**config.mk**
```make
export PLATFORM = sky130hd
export DESIGN_NAME = fpm_seq_ctrl
export DESIGN_NICKNAME = d
export VERILOG_FILES = /design/src/rtl/fp16_pkg.sv /design/src/rtl/fp16_classify.sv /design/src/rtl/fpm_seq_ctrl.sv
export SDC_FILE = /design/constraint.sdc
export NUM_CORES = 1
export LEC_CHECK = 0
export CAP_MARGIN = 5
export CORE_ASPECT_RATIO = 0.75
export CORE_UTILIZATION = 25
export DETAILED_ROUTE_END_ITERATION = 10
export GPL_ROUTABILITY_DRIVEN = 0
export GPL_TIMING_DRIVEN = 0
export PLACE_DENSITY = 0.56
export SYNTH_ARGS = -nofsm -noshare
export SYNTH_HDL_FRONTEND = slang
export SYNTH_SLANG_ARGS = --single-unit
```
**constraint.sdc**
```tcl
create_clock -name clk_in -period 3.8 [get_ports clk_in]
set_input_delay 0.76 -clock clk_in [delete_from_list [all_inputs] [get_ports clk_in]]
set_output_delay 0.76 -clock clk_in [all_outputs]
set_load 0.02 [all_outputs]
```
**src/rtl/fp16_pkg.sv**
```systemverilog
// Shared binary16 field layout, constants and controller state encoding
// for the sequential half-precision multiplier.
package fp16_pkg;

   localparam int unsigned EXP_W     = 5;
   localparam int unsigned FRAC_W    = 10;
   localparam int unsigned MANT_W    = FRAC_W + 1;
   localparam int unsigned BIAS      = 15;
   localparam int unsigned MUL_STEPS = MANT_W;
   localparam int unsigned CNT_W     = 4;

   localparam logic [15:0]      QNAN    = 16'h7E00;
   localparam logic [14:0]      INF     = 15'h7C00;
   localparam logic [EXP_W-1:0] EXP_MAX = '1;

   typedef struct packed {
      logic              sign;
      logic [EXP_W-1:0]  exp;
      logic [FRAC_W-1:0] frac;
   } fp16_t;

   typedef enum logic [2:0] {
      IDLE,
      EXP_ADD,
      EXP_BIAS,
      MUL,
      NORM,
      RANGE,
      DONE
   } ctrl_state_t;

endpackage

```
**src/rtl/fp16_classify.sv**
```systemverilog
// Combinational operand classifier: zero (denormals flushed), infinity, NaN.
module fp16_classify
   import fp16_pkg::*;
(
   input  fp16_t op,
   output logic  is_zero,
   output logic  is_inf,
   output logic  is_nan
);

   logic unused_sign;
   assign unused_sign = op.sign;

   always_comb begin
      is_zero = (op.exp == '0);
      is_inf  = (op.exp == EXP_MAX) && (op.frac == '0);
      is_nan  = (op.exp == EXP_MAX) && (op.frac != '0);
   end

endmodule

```
**src/rtl/fpm_seq_ctrl.sv**
```systemverilog
// Sequential binary16 multiplier controller: time-shares one external add/sub
// ALU for exponent add, bias removal, shift-add mantissa multiply and range checks.
module fpm_seq_ctrl
   import fp16_pkg::*;
#(
   parameter int unsigned WIDTH = 16
) (
   input  logic             clk_in,
   input  logic             rst_in,
   input  logic             start_in,
   input  logic [15:0]      a_in,
   input  logic [15:0]      b_in,
   output logic             busy_out,
   output logic             done_out,
   output logic [15:0]      result_out,
   output logic [WIDTH-1:0] alu_A_out,
   output logic [WIDTH-1:0] alu_B_out,
   output logic             alu_op_out,
   input  logic [WIDTH-1:0] alu_result_in,
   input  logic             alu_Z_in,
   input  logic             alu_N_in,
   input  logic             alu_C_in
);

   ctrl_state_t state;

   logic                sign;
   logic [EXP_W-1:0]    ea;
   logic [EXP_W-1:0]    eb;
   logic [MANT_W-1:0]   mcand;
   logic [MANT_W-1:0]   q;
   logic [MANT_W-1:0]   acc;
   logic [WIDTH-1:0]    esum;
   logic [WIDTH-1:0]    e;
   logic [WIDTH-1:0]    ef;
   logic [FRAC_W-1:0]   frac;
   logic [CNT_W-1:0]    cnt;

   logic unused_carry;
   assign unused_carry = alu_C_in;

   fp16_t op_a;
   fp16_t op_b;
   logic  a_zero, a_inf, a_nan;
   logic  b_zero, b_inf, b_nan;

   assign op_a = a_in;
   assign op_b = b_in;

   fp16_classify u_cls_a (
      .op      (op_a),
      .is_zero (a_zero),
      .is_inf  (a_inf),
      .is_nan  (a_nan)
   );

   fp16_classify u_cls_b (
      .op      (op_b),
      .is_zero (b_zero),
      .is_inf  (b_inf),
      .is_nan  (b_nan)
   );

   // Special-operand resolution in priority order: NaN / inf*zero, inf, zero
   logic        sp_sign;
   logic        special;
   logic [15:0] sp_result;

   always_comb begin
      sp_sign   = op_a.sign ^ op_b.sign;
      special   = 1'b1;
      sp_result = {sp_sign, 15'h0000};
      if (a_nan || b_nan || (a_inf && b_zero) || (b_inf && a_zero)) begin
         sp_result = QNAN;
      end else if (a_inf || b_inf) begin
         sp_result = {sp_sign, INF};
      end else if (a_zero || b_zero) begin
         sp_result = {sp_sign, 15'h0000};
      end else begin
         special = 1'b0;
      end
   end

   // Multiply step and normalisation views of the {acc,q} product register
   logic [MANT_W:0]     mul_sum;
   logic [2*MANT_W-1:0] prod;
   logic                p_hi;
   logic [FRAC_W-1:0]   frac_n;

   always_comb begin
      mul_sum = q[0] ? alu_result_in[MANT_W:0] : {1'b0, acc};
      prod    = {acc, q};
      p_hi    = prod[2*MANT_W-1];
      frac_n  = p_hi ? prod[2*MANT_W-2 -: FRAC_W] : prod[2*MANT_W-3 -: FRAC_W];
   end

   // ALU operand drive, purely a function of the current state
   always_comb begin
      alu_A_out  = '0;
      alu_B_out  = '0;
      alu_op_out = 1'b0;
      case (state)
         EXP_ADD: begin
            alu_A_out = WIDTH'(ea);
            alu_B_out = WIDTH'(eb);
         end
         EXP_BIAS: begin
            alu_A_out  = esum;
            alu_B_out  = WIDTH'(BIAS);
            alu_op_out = 1'b1;
         end
         MUL: begin
            if (q[0]) begin
               alu_A_out = WIDTH'(acc);
               alu_B_out = WIDTH'(mcand);
            end
         end
         NORM: begin
            alu_A_out = e;
            alu_B_out = WIDTH'(p_hi);
         end
         RANGE: begin
            alu_A_out  = ef;
            alu_B_out  = WIDTH'(EXP_MAX);
            alu_op_out = 1'b1;
         end
         default: begin
            alu_A_out  = '0;
            alu_B_out  = '0;
            alu_op_out = 1'b0;
         end
      endcase
   end

   // Controller state, datapath registers and registered outputs
   always_ff @(posedge clk_in or posedge rst_in) begin
      if (rst_in) begin
         state      <= IDLE;
         busy_out   <= 1'b0;
         done_out   <= 1'b0;
         result_out <= '0;
         sign       <= 1'b0;
         ea         <= '0;
         eb         <= '0;
         mcand      <= '0;
         q          <= '0;
         acc        <= '0;
         esum       <= '0;
         e          <= '0;
         ef         <= '0;
         frac       <= '0;
         cnt        <= '0;
      end else begin
         done_out <= 1'b0;
         case (state)
            IDLE: begin
               if (start_in) begin
                  sign     <= sp_sign;
                  ea       <= op_a.exp;
                  eb       <= op_b.exp;
                  mcand    <= {1'b1, op_a.frac};
                  q        <= {1'b1, op_b.frac};
                  acc      <= '0;
                  cnt      <= '0;
                  busy_out <= 1'b1;
                  if (special) begin
                     result_out <= sp_result;
                     done_out   <= 1'b1;
                     state      <= DONE;
                  end else begin
                     state <= EXP_ADD;
                  end
               end
            end
            EXP_ADD: begin
               esum  <= alu_result_in;
               state <= EXP_BIAS;
            end
            EXP_BIAS: begin
               e     <= alu_result_in;
               state <= MUL;
            end
            MUL: begin
               acc <= mul_sum[MANT_W:1];
               q   <= {mul_sum[0], q[MANT_W-1:1]};
               if (cnt == CNT_W'(MUL_STEPS - 1)) begin
                  cnt   <= '0;
                  state <= NORM;
               end else begin
                  cnt <= cnt + CNT_W'(1);
               end
            end
            NORM: begin
               ef   <= alu_result_in;
               frac <= frac_n;
               if (alu_N_in || alu_Z_in) begin
                  result_out <= {sign, 15'h0000};
                  done_out   <= 1'b1;
                  state      <= DONE;
               end else begin
                  state <= RANGE;
               end
            end
            RANGE: begin
               if (!alu_N_in) begin
                  result_out <= {sign, INF};
               end else begin
                  result_out <= {sign, ef[EXP_W-1:0], frac};
               end
               done_out <= 1'b1;
               state    <= DONE;
            end
            DONE: begin
               busy_out <= 1'b0;
               state    <= IDLE;
            end
            default: begin
               busy_out <= 1'b0;
               state    <= IDLE;
            end
         endcase
      end
   end

endmodule

```
== After elaboration in Yosys (flattened, before gate mapping) ==
Index checks and enable logic that the tools add are counted.
Storage, ports and cells
  register bits: 127
  latch bits: 0
  bits in writable memories: 0
  ROM bits: 0
  output and inout port bits: 51
  word-level logic and storage cells: 93
  memories: 0
Operators by class
  add/sub/neg operators: 1
  multipliers: 0
  divide/modulo/power cells: 0
  order comparisons: 0
  equality and inequality tests: 12
  shifts and indexed selects: 0
  muxes and demuxes: 35
  bitwise operators: 2
  reductions and logical operators: 28
Operator list (number)
  16-bit one-hot mux with 5 select lines: 1
  16-bit two-way mux: 4
  11-bit one-hot mux with 5 select lines: 1
  16-bit one-hot mux with 3 select lines: 1
  11-bit two-way mux: 4
  11-bit one-hot mux with 2 select lines: 2
  15-bit two-way mux: 2
  10-bit logical NOT: 2
  10-bit nonzero test: 2
  3-bit one-hot mux with 6 select lines: 1
  12-bit two-way mux: 1
  5-bit == test (second input constant): 2
  5-bit logical NOT: 2
  10-bit two-way mux: 1
  3-bit two-way mux: 3
  1-bit two-way mux: 8
  4-bit two-way mux: 2
  2-bit != test (second input constant): 4
  4-bit one-hot mux with 2 select lines: 1
  2-bit AND reduction: 4
  3-bit by 2-bit == test with 1-bit output (second input constant): 2
  3-bit == test (second input constant): 2
  1-bit logical AND: 6
  1-bit logical OR: 6
  14 further kinds: 14

== Longest topological paths before layout ==
  word-level depth: 9
  gate-level depth with buffers: 8
  depth with buffers taken out: 7

== Hierarchy ==
From an unflattened synthesis, not the netlist that was laid out.
Unflattened totals
  cell total of the unflattened synthesis: 513
  area total of the unflattened synthesis: 6039.5 µm²
Modules (own cells, without submodules)
  fpm_seq_ctrl: instances 1, cells an instance 493, area an instance 5929.4 µm²
  fp16_classify: instances 2, cells an instance 10, area an instance 55.1 µm²

== Worst setup path after synthesis ==
OpenSTA, ideal clock, no wires.
  kind: register to output
  start: register state[2]
  end: output alu_A_out[0]
  arrival time: 1.593 ns
  required time: 3.040 ns
  path slack: 1.447 ns
  cell stages (with the launch flop): 8
  path through: dfrtp_1 -> buf_4 -> nand2b_1 -> buf_2 -> nor2_2 -> clkbuf_1 -> a22oi_1 -> o21ai_0
On the way
  word-level cells in the longest chain between the ends: 2
Ends and longest elaborated chain
  start, declared: line fpm_seq_ctrl.sv:25  | ctrl_state_t state;
  start signal, assigned: line fpm_seq_ctrl.sv:138  | state <= IDLE;
  start signal, assigned: line fpm_seq_ctrl.sv:169  | state <= DONE;
  start signal, assigned: line fpm_seq_ctrl.sv:171  | state <= EXP_ADD;
  3-bit == test (tied with other cells): line fpm_seq_ctrl.sv:102  | case (state)
  16-bit one-hot mux with 5 select lines (*): line fpm_seq_ctrl.sv:102
  end, declared: line fpm_seq_ctrl.sv:16  | output logic [WIDTH-1:0] alu_A_out,
Mark *: on every way between the ends. The rest lies on a longest branch, timed or not.

== Worst setup path after layout ==
  start: register state[2]
  end: output alu_A_out[4]
Same word-level chain as after synthesis.

==> out/qor.yml <==
cells_and_area:
  design_area_um2: 8063
  nets: 706
  nFillCells: 2352
  insertedDiodeCount: 0
  drive_above_1_share_pct: 22.62
  stdcell_count: 963
  areaGrowthSynthToFinish_pct: 33.67
drt:
  drt-initial-drc-count: 349
  vias: 4696
  ant_nets: 0
  dr.pass1.iters: 5
  viasPerCell: 4.876
  wl_per_cell_um: 18.97
  wirelength_um: 18270
  drc: 0
grt:
  track_usage_pct: 15.33
  grt_max_degree: 39
  grt-busiest-layer: "met1"
  grt_util_met3_pct: 4.524
  use_met2_pct: 21.15
  antenna_found_initial: 0
  use_met1_pct: 22.75
  first_global_vias: 4707
  grt-ovfl-total: 0
  grt_pass1_wl_um: 28480
sta:
  period_needed_ns: 3.642
  max-slew-margin-rel_pct: 43.23
  final_max_slew_viol_count: 0
  setup_tns_ns: 0
  finClkSkew_ns: 0.01407
  fmax_ghz: 0.2746
  rsz0062_at_grt: "false"
  tightestPinTransition_ns: 0.8516
  hold_viol: 0
  finalCritPeriodShare_pct: 95.83
  setup_viol: 0
  holdWs_ns: 0.4593
placed_design:
  dp.cells: 931
  port_buffers: 98
  placed_cell_area_um2: 7467
  hpwlAfterDp_um: 13370
synth:
  ys_top_cells_by_count: "dfrtp_1, mux2_2, nor2_1, mux2i_1, a21oi_1"
  synth_area_leader_cell: "dfrtp_1"
  yosysSeqAreaShare_pct: 52.69
  syn_inst: 526
  ys.flop_type: "dfrtp_1"
  ys.warnings.count: 0
  ys_types: 50
  synth_edf_count: 0
  avgSynthCellArea_um2: 11.47
  synth_area_um2: 6032
  yosys.cell_count.top_type: "dfrtp_1"
  synth_top_area_share_pct: 52.69
  synth.ff_latch_count: 127
  yosys-top-cells-area: "dfrtp_1, mux2_2, mux2i_1, a21oi_1, nor2_1"
  synthArstFlopShare_pct: 100.0
die:
  die-area_um2: 24760
  core_um2: 23360
  die_w_um: 181.4
  start_util_pct: 25.82
  die_y_um: 136.5
  rows: 48
  ios: 105
setup_path:
  path_class: "reg2out"
  critPathRequiredTime_ns: 3.04
  cp_cell_sequence: "buf_4 > nand2b_1 > buf_2 > nor2_2 > clkbuf_2 > a22oi_1 > o21ai_0 > clkdlybuf4s50_1"
  start_kind: "flip-flop"
  crit_fanout: 10
  cp_slowest_cell: "clkdlybuf4s50_1"
  path_buf_inv: 4
  max_stage_delay_ns: 0.69
  crit_arrival_ns: 2.88
  path_delay_family: "buffers and inverters"
  end_kind: "output pin"
cts:
  clock-sinks: 127
  clk_path_buf_depth: 2
  clk_pin_slew_ns: 0.07
  cts_tree: "yes"
  cts_hold_buf: 0
  clk_latency_ns: 0.42
  cts_buffers: 17
  cts_root_buffer: "clkbuf_16"
  htreeDepth: 4
power:
  power_uw: 6917
  ir_worst_vdd_uv: 413.7
  p_leak_uw: 0.003513
  p_per_area_nw_per_um2: 857.8
flow_run:
  drv_cap: 0
outcome:
  outcome: "finished clean"
hold_path:
  hold_path.class: "reg2reg"
-- state kept, by name, indices dropped and copies added (netlist names) --
signal	cells
q	11
done_out	1
acc	11
sign	1
cnt	4
result_out	16
mcand	11
state	3
ef	16
esum	16
frac	10
busy_out	1
ea	5
eb	5
e	16
-- stage by stage --
step	util, %	setup WS (ns)
global placement	31.71	0.1258
global route	34.51	0.007872
finish	34.51	0.1583
floorplan	-	1.447
detailed placement	31.96	0.3198
CTS	34.48	0.03604
-- where the power goes --
| part | switching [µW] | internal, µW |
|---|---|---|
| clock network | 663 | 977 |
| registers | 356 | 1890 |
| logic | 1630 | 1410 |
| total | 2640 | 4270 |
-- cells in the final DEF, fill, tap and decap left out, types with 4 or more instances in the layout --
master	count
mux2_2	76
nor2_1	45
buf_2	13
clkbuf_16	17
nand2b_1	4
clkdlybuf4s50_1	97
mux2i_1	42
inv_6	4
nor3_1	5
buf_4	10
dfrtp_1	127
a21oi_1	34
a221o_1	6
nand2_1	25
inv_1	7
conb_1	5
clkinv_4	5
a22o_1	10
a22oi_1	10
and3_1	7
o22ai_1	15
nand3_1	4
o21ai_0	29
clkbuf_1	14
-- worst reg2reg max path, delay by kind of cell (launching register included) --
| kind | cells | cell delay, ns |
|---|---|---|
| compound gates | 2 | 0.29 |
| buf+inv | 3 | 0.87 |
| flops | 1 | 0.36 |
| simple gates | 3 | 0.49 |
-- layout make-up --
cell class | instances | area (µm²) | area share, %
sequential | 127 | 3178 | 39.42
multi-input combinational | 354 | 2630 | 32.62
timing repair buffer | 101 | 1044 | 12.94
clock buffer | 18 | 429.2 | 5.323
tap | 300 | 375.4 | 4.655
buffer | 40 | 210.2 | 2.607
clock inverter | 14 | 158.9 | 1.971
inverter | 9 | 37.54 | 0.4655
-- worst paths after layout --
path | from | endpoint | slack, ns | cells past startpoint
max | state[2]$_DFFE_PP0P_ | alu_A_out[4] | 0.16 | 8
min | mcand[10]$_DFFE_PP0P_ | mcand[10]$_DFFE_PP0P_ | 0.46 | 1
max reg2reg | state[2]$_DFFE_PP0P_ | cnt[3]$_DFFE_PP0P_ | 1.67 | 8
min reg2reg | mcand[10]$_DFFE_PP0P_ | mcand[10]$_DFFE_PP0P_ | 0.46 | 1
max in group asynchronous | rst_in | ea[1]$_DFFE_PP0P_ | 2.27 | 4
min in group asynchronous | rst_in | done_out$_DFF_PP0_ | 0.70 | 2
-- layer usage --
layer	share of wire [%]	vias to the layer above
li1	-	2155
met1	52	2364
met2	40	165
met3	6.8	12
met4	0.90	0
met5	0	-
-- cells by family (layout without fill, tap and decap cells) --
logic type / after synthesis / in the layout / synth area share [%]
fa+ha+maj: 2 / 2 / 0.4148
buf+inv: 49 / 182 / 3.962
flops: 127 / 127 / 52.69
other cells: 1 / 5 / 0.06217
compound gates: 118 / 118 / 12.49
mux: 119 / 119 / 21.34
simple gates: 109 / 109 / 8.899
xor+xnor: 1 / 1 / 0.1452
-- timing repair --
item,4_1_cts,5_1_grt
gates resized for setup,1,4
setup endpoints to repair,5,7
setup buffers,0,0
No activity file was read; power rests on OpenSTA's default activity.
==> variant: new RTL, config.mk and constraints unchanged <==
Register the input `alu_result_in` before use. The logic sees it one clock later. The other inputs are not delayed to match.
--- a/src/rtl/fpm_seq_ctrl.sv
+++ b/src/rtl/fpm_seq_ctrl.sv
@@ -22,6 +22,12 @@
    input  logic             alu_C_in
 );
 
+   logic [WIDTH-1:0] alu_result_q;
+
+   always_ff @(posedge clk_in) begin
+      alu_result_q <= alu_result_in;
+   end
+
    ctrl_state_t state;
 
    logic                sign;
@@ -88,7 +94,7 @@
    logic [FRAC_W-1:0]   frac_n;
 
    always_comb begin
-      mul_sum = q[0] ? alu_result_in[MANT_W:0] : {1'b0, acc};
+      mul_sum = q[0] ? alu_result_q[MANT_W:0] : {1'b0, acc};
       prod    = {acc, q};
       p_hi    = prod[2*MANT_W-1];
       frac_n  = p_hi ? prod[2*MANT_W-2 -: FRAC_W] : prod[2*MANT_W-3 -: FRAC_W];
@@ -173,11 +179,11 @@
                end
             end
             EXP_ADD: begin
-               esum  <= alu_result_in;
+               esum  <= alu_result_q;
                state <= EXP_BIAS;
             end
             EXP_BIAS: begin
-               e     <= alu_result_in;
+               e     <= alu_result_q;
                state <= MUL;
             end
             MUL: begin
@@ -191,7 +197,7 @@
                end
             end
             NORM: begin
-               ef   <= alu_result_in;
+               ef   <= alu_result_q;
                frac <= frac_n;
                if (alu_N_in || alu_Z_in) begin
                   result_out <= {sign, 15'h0000};
Formal check against the unedited RTL: not equivalent (a bounded check fails within 4 cycles, from zero or initial values and one cycle with rst_in high).
==> variant against the original RTL <==
- setup slack gained 0.078 ns
- sequential cell count grew 16
- core utilization shrank 0.74 points
- total power grew 6.0%
- register-to-register slack lost 0.17 ns
- wire length shrank 5.0%
- critical path depth shrank 2
- cell area grew 4.3%
- global-route usage shrank 1.4 points
- synthesized area grew 5.0%
- critical endpoint is now alu_A_out[0]
- synthesized cell count grew 2.9%
- combinational power grew 2%
- highest routed layer unchanged
==> variant: results (changes against the original RTL) <==
finish:
  layout.nets: 721  # was 706
  num-fill-cells: 2550  # was 2352
  final_layout_size_suffix_gt1_share_pct: 21.5  # was 22.6%
synth:
  synth_compound_area_share_pct: 11.0  # was 12.5%
  synth_cells: 541  # was 526
  synth.distinct_cells: 48  # was 50
  synth_area_leaders: "dfrtp_1 (50%), mux2_2 (13%), mux2i_1 (7.4%), dfxtp_1 (5.1%), o21ai_0 (3.6%)"  # was dfrtp_1 (53%), mux2_2 (14%), mux2i_1 (7.0%), a21oi_1 (2.8%), nor2_1 (2.8%)
  synthTopCellsByCount: "dfrtp_1 (127), mux2_2 (75), mux2i_1 (47)"  # was dfrtp_1 (127), mux2_2 (76), nor2_1 (45)
  async_flop_share_pct: 88.8  # was 100%
  yosysSeqAreaShare_pct: 55.2  # was 52.7%
  synth_fa_ha_area_share_pct: 0.395  # was 0.415%
  synthXorXnorAreaFrac_pct: 0.277  # was 0.145%
  synth_mux_area_share_pct: 20.8  # was 21.3%
placement:
  dpl.hpwl_mm: 12.4  # was 13.4 mm
  numPlacedInstances: 984  # was 931
  place_area_um2: 7820  # was 7470 um2
  pre_cts_slack_ns: 0.364  # was 0.320 ns
global_route:
  grt_pass1_wl_mm: 26.8  # was 28.5 mm
  grt_usage_pct: 13.9  # was 15.3%
  grtUsageMet1_pct: 20.1  # was 22.7%
  grtUsageMet2_pct: 20.2  # was 21.2%
  grt_max_degree: 40  # was 39
  grt_use_met3_pct: 3.56  # was 4.52%
power:
  power.leakage_uw: 0.00351  # about the same
  vdd_drop_max_mv: 0.342  # was 0.414 mV
outcome:
  status: "finished, final reports clean"  # unchanged
clock_tree:
  clock_latency_ns: 0.43
  cts_htree_levels: 4  # unchanged
worst_setup_path:
  reg2reg_from: "state[2]"  # unchanged
  r2r_slack_ns: 1.50  # was 1.67 ns
  r2r-end: "acc[1]"  # was cnt[3]
  reg2regPathDepth: 6  # was 8
timing:
  clock_skew_ns: 0.00588  # was 0.0141 ns
  slew_headroom_pct: 40.4  # was 43.2%
route:
  wl_met1_mm: 8.68  # was 9.51 mm
  drtIter0Drc: 276  # was 349
  antenna_left: 0  # unchanged
  dr_wl_met3_um: 925  # was 1.24 mm
  num_vias: 4614  # was 4696
  wl_mm: 17.4  # was 18.3 mm
  wl_met2_mm: 7.59  # was 7.36 mm
  routedWlPerCell_um: 17.1  # was 19.0 um
  dr.pass1.iters: 5  # unchanged
## variant: changes by cell type after synthesis, moves of 3 or more
cell / delta
nand2_1: +11
o22ai_1: -10
a22o_2: +5
mux2i_1: +5
dfxtp_1: +16
a21oi_1: -12
nor2_1: -13
a22o_1: -5
nand2b_1: +5
o21ai_0: +17
buf_2: -3
buf_4: -5
clkbuf_1: +4
## variant: power breakdown
group / switching, uW / leakage, uW / internal (uW)
Combinational: 1590 / 0.00154 / 1490
Clock: 655 / 0.000288 / 1010
Sequential: 402 / 0.00169 / 2180
Total: 2650 / 0.00351 / 4680
## variant: per-stage QoR
stage | utilization (%) | hold WS (ns)
floorplan | - | 0.426
global placement | 31.2 | 0.447
detailed placement | 31.4 | 0.446
CTS | 33.7 | 0.464
global route | 33.8 | 0.486
finish | 33.8 | 0.464
## variant: what timing repair did
item,CTS,global route
pin swaps,0,0
resized for setup,2,1
endpoints found under the setup margin,4,2
## variant: final cells by class
| cell class | count | area, um2 | area share, % |
|---|---|---|---|
| buffer | 37 | 185 | 2.20 |
| clock inverter | 11 | 114 | 1.35 |
| sequential | 143 | 3500 | 41.6 |
| multi-input combinational | 354 | 2630 | 31.3 |
| timing repair buffer | 101 | 1040 | 12.4 |
| clock buffer | 21 | 470 | 5.60 |
| tap | 338 | 423 | 5.03 |
| inverter | 11 | 45.0 | 0.536 |
## variant: how the worst max path moves through the flow
stage / to / cells after the start / slack, ns / from
final: alu_A_out[0] / 6 / 0.24 / state[2]
after global routing: alu_A_out[2] / 6 / 0.10 / state[2]
after CTS: alu_A_out[0] / 6 / 0.06 / state[2]
after detailed placement: alu_A_out[4] / 6 / 0.36 / state[2]
after global placement: e[14] / 2 / 0.11 / rst_in
after floorplan: acc[0] / 1 / 1.47 / rst_in
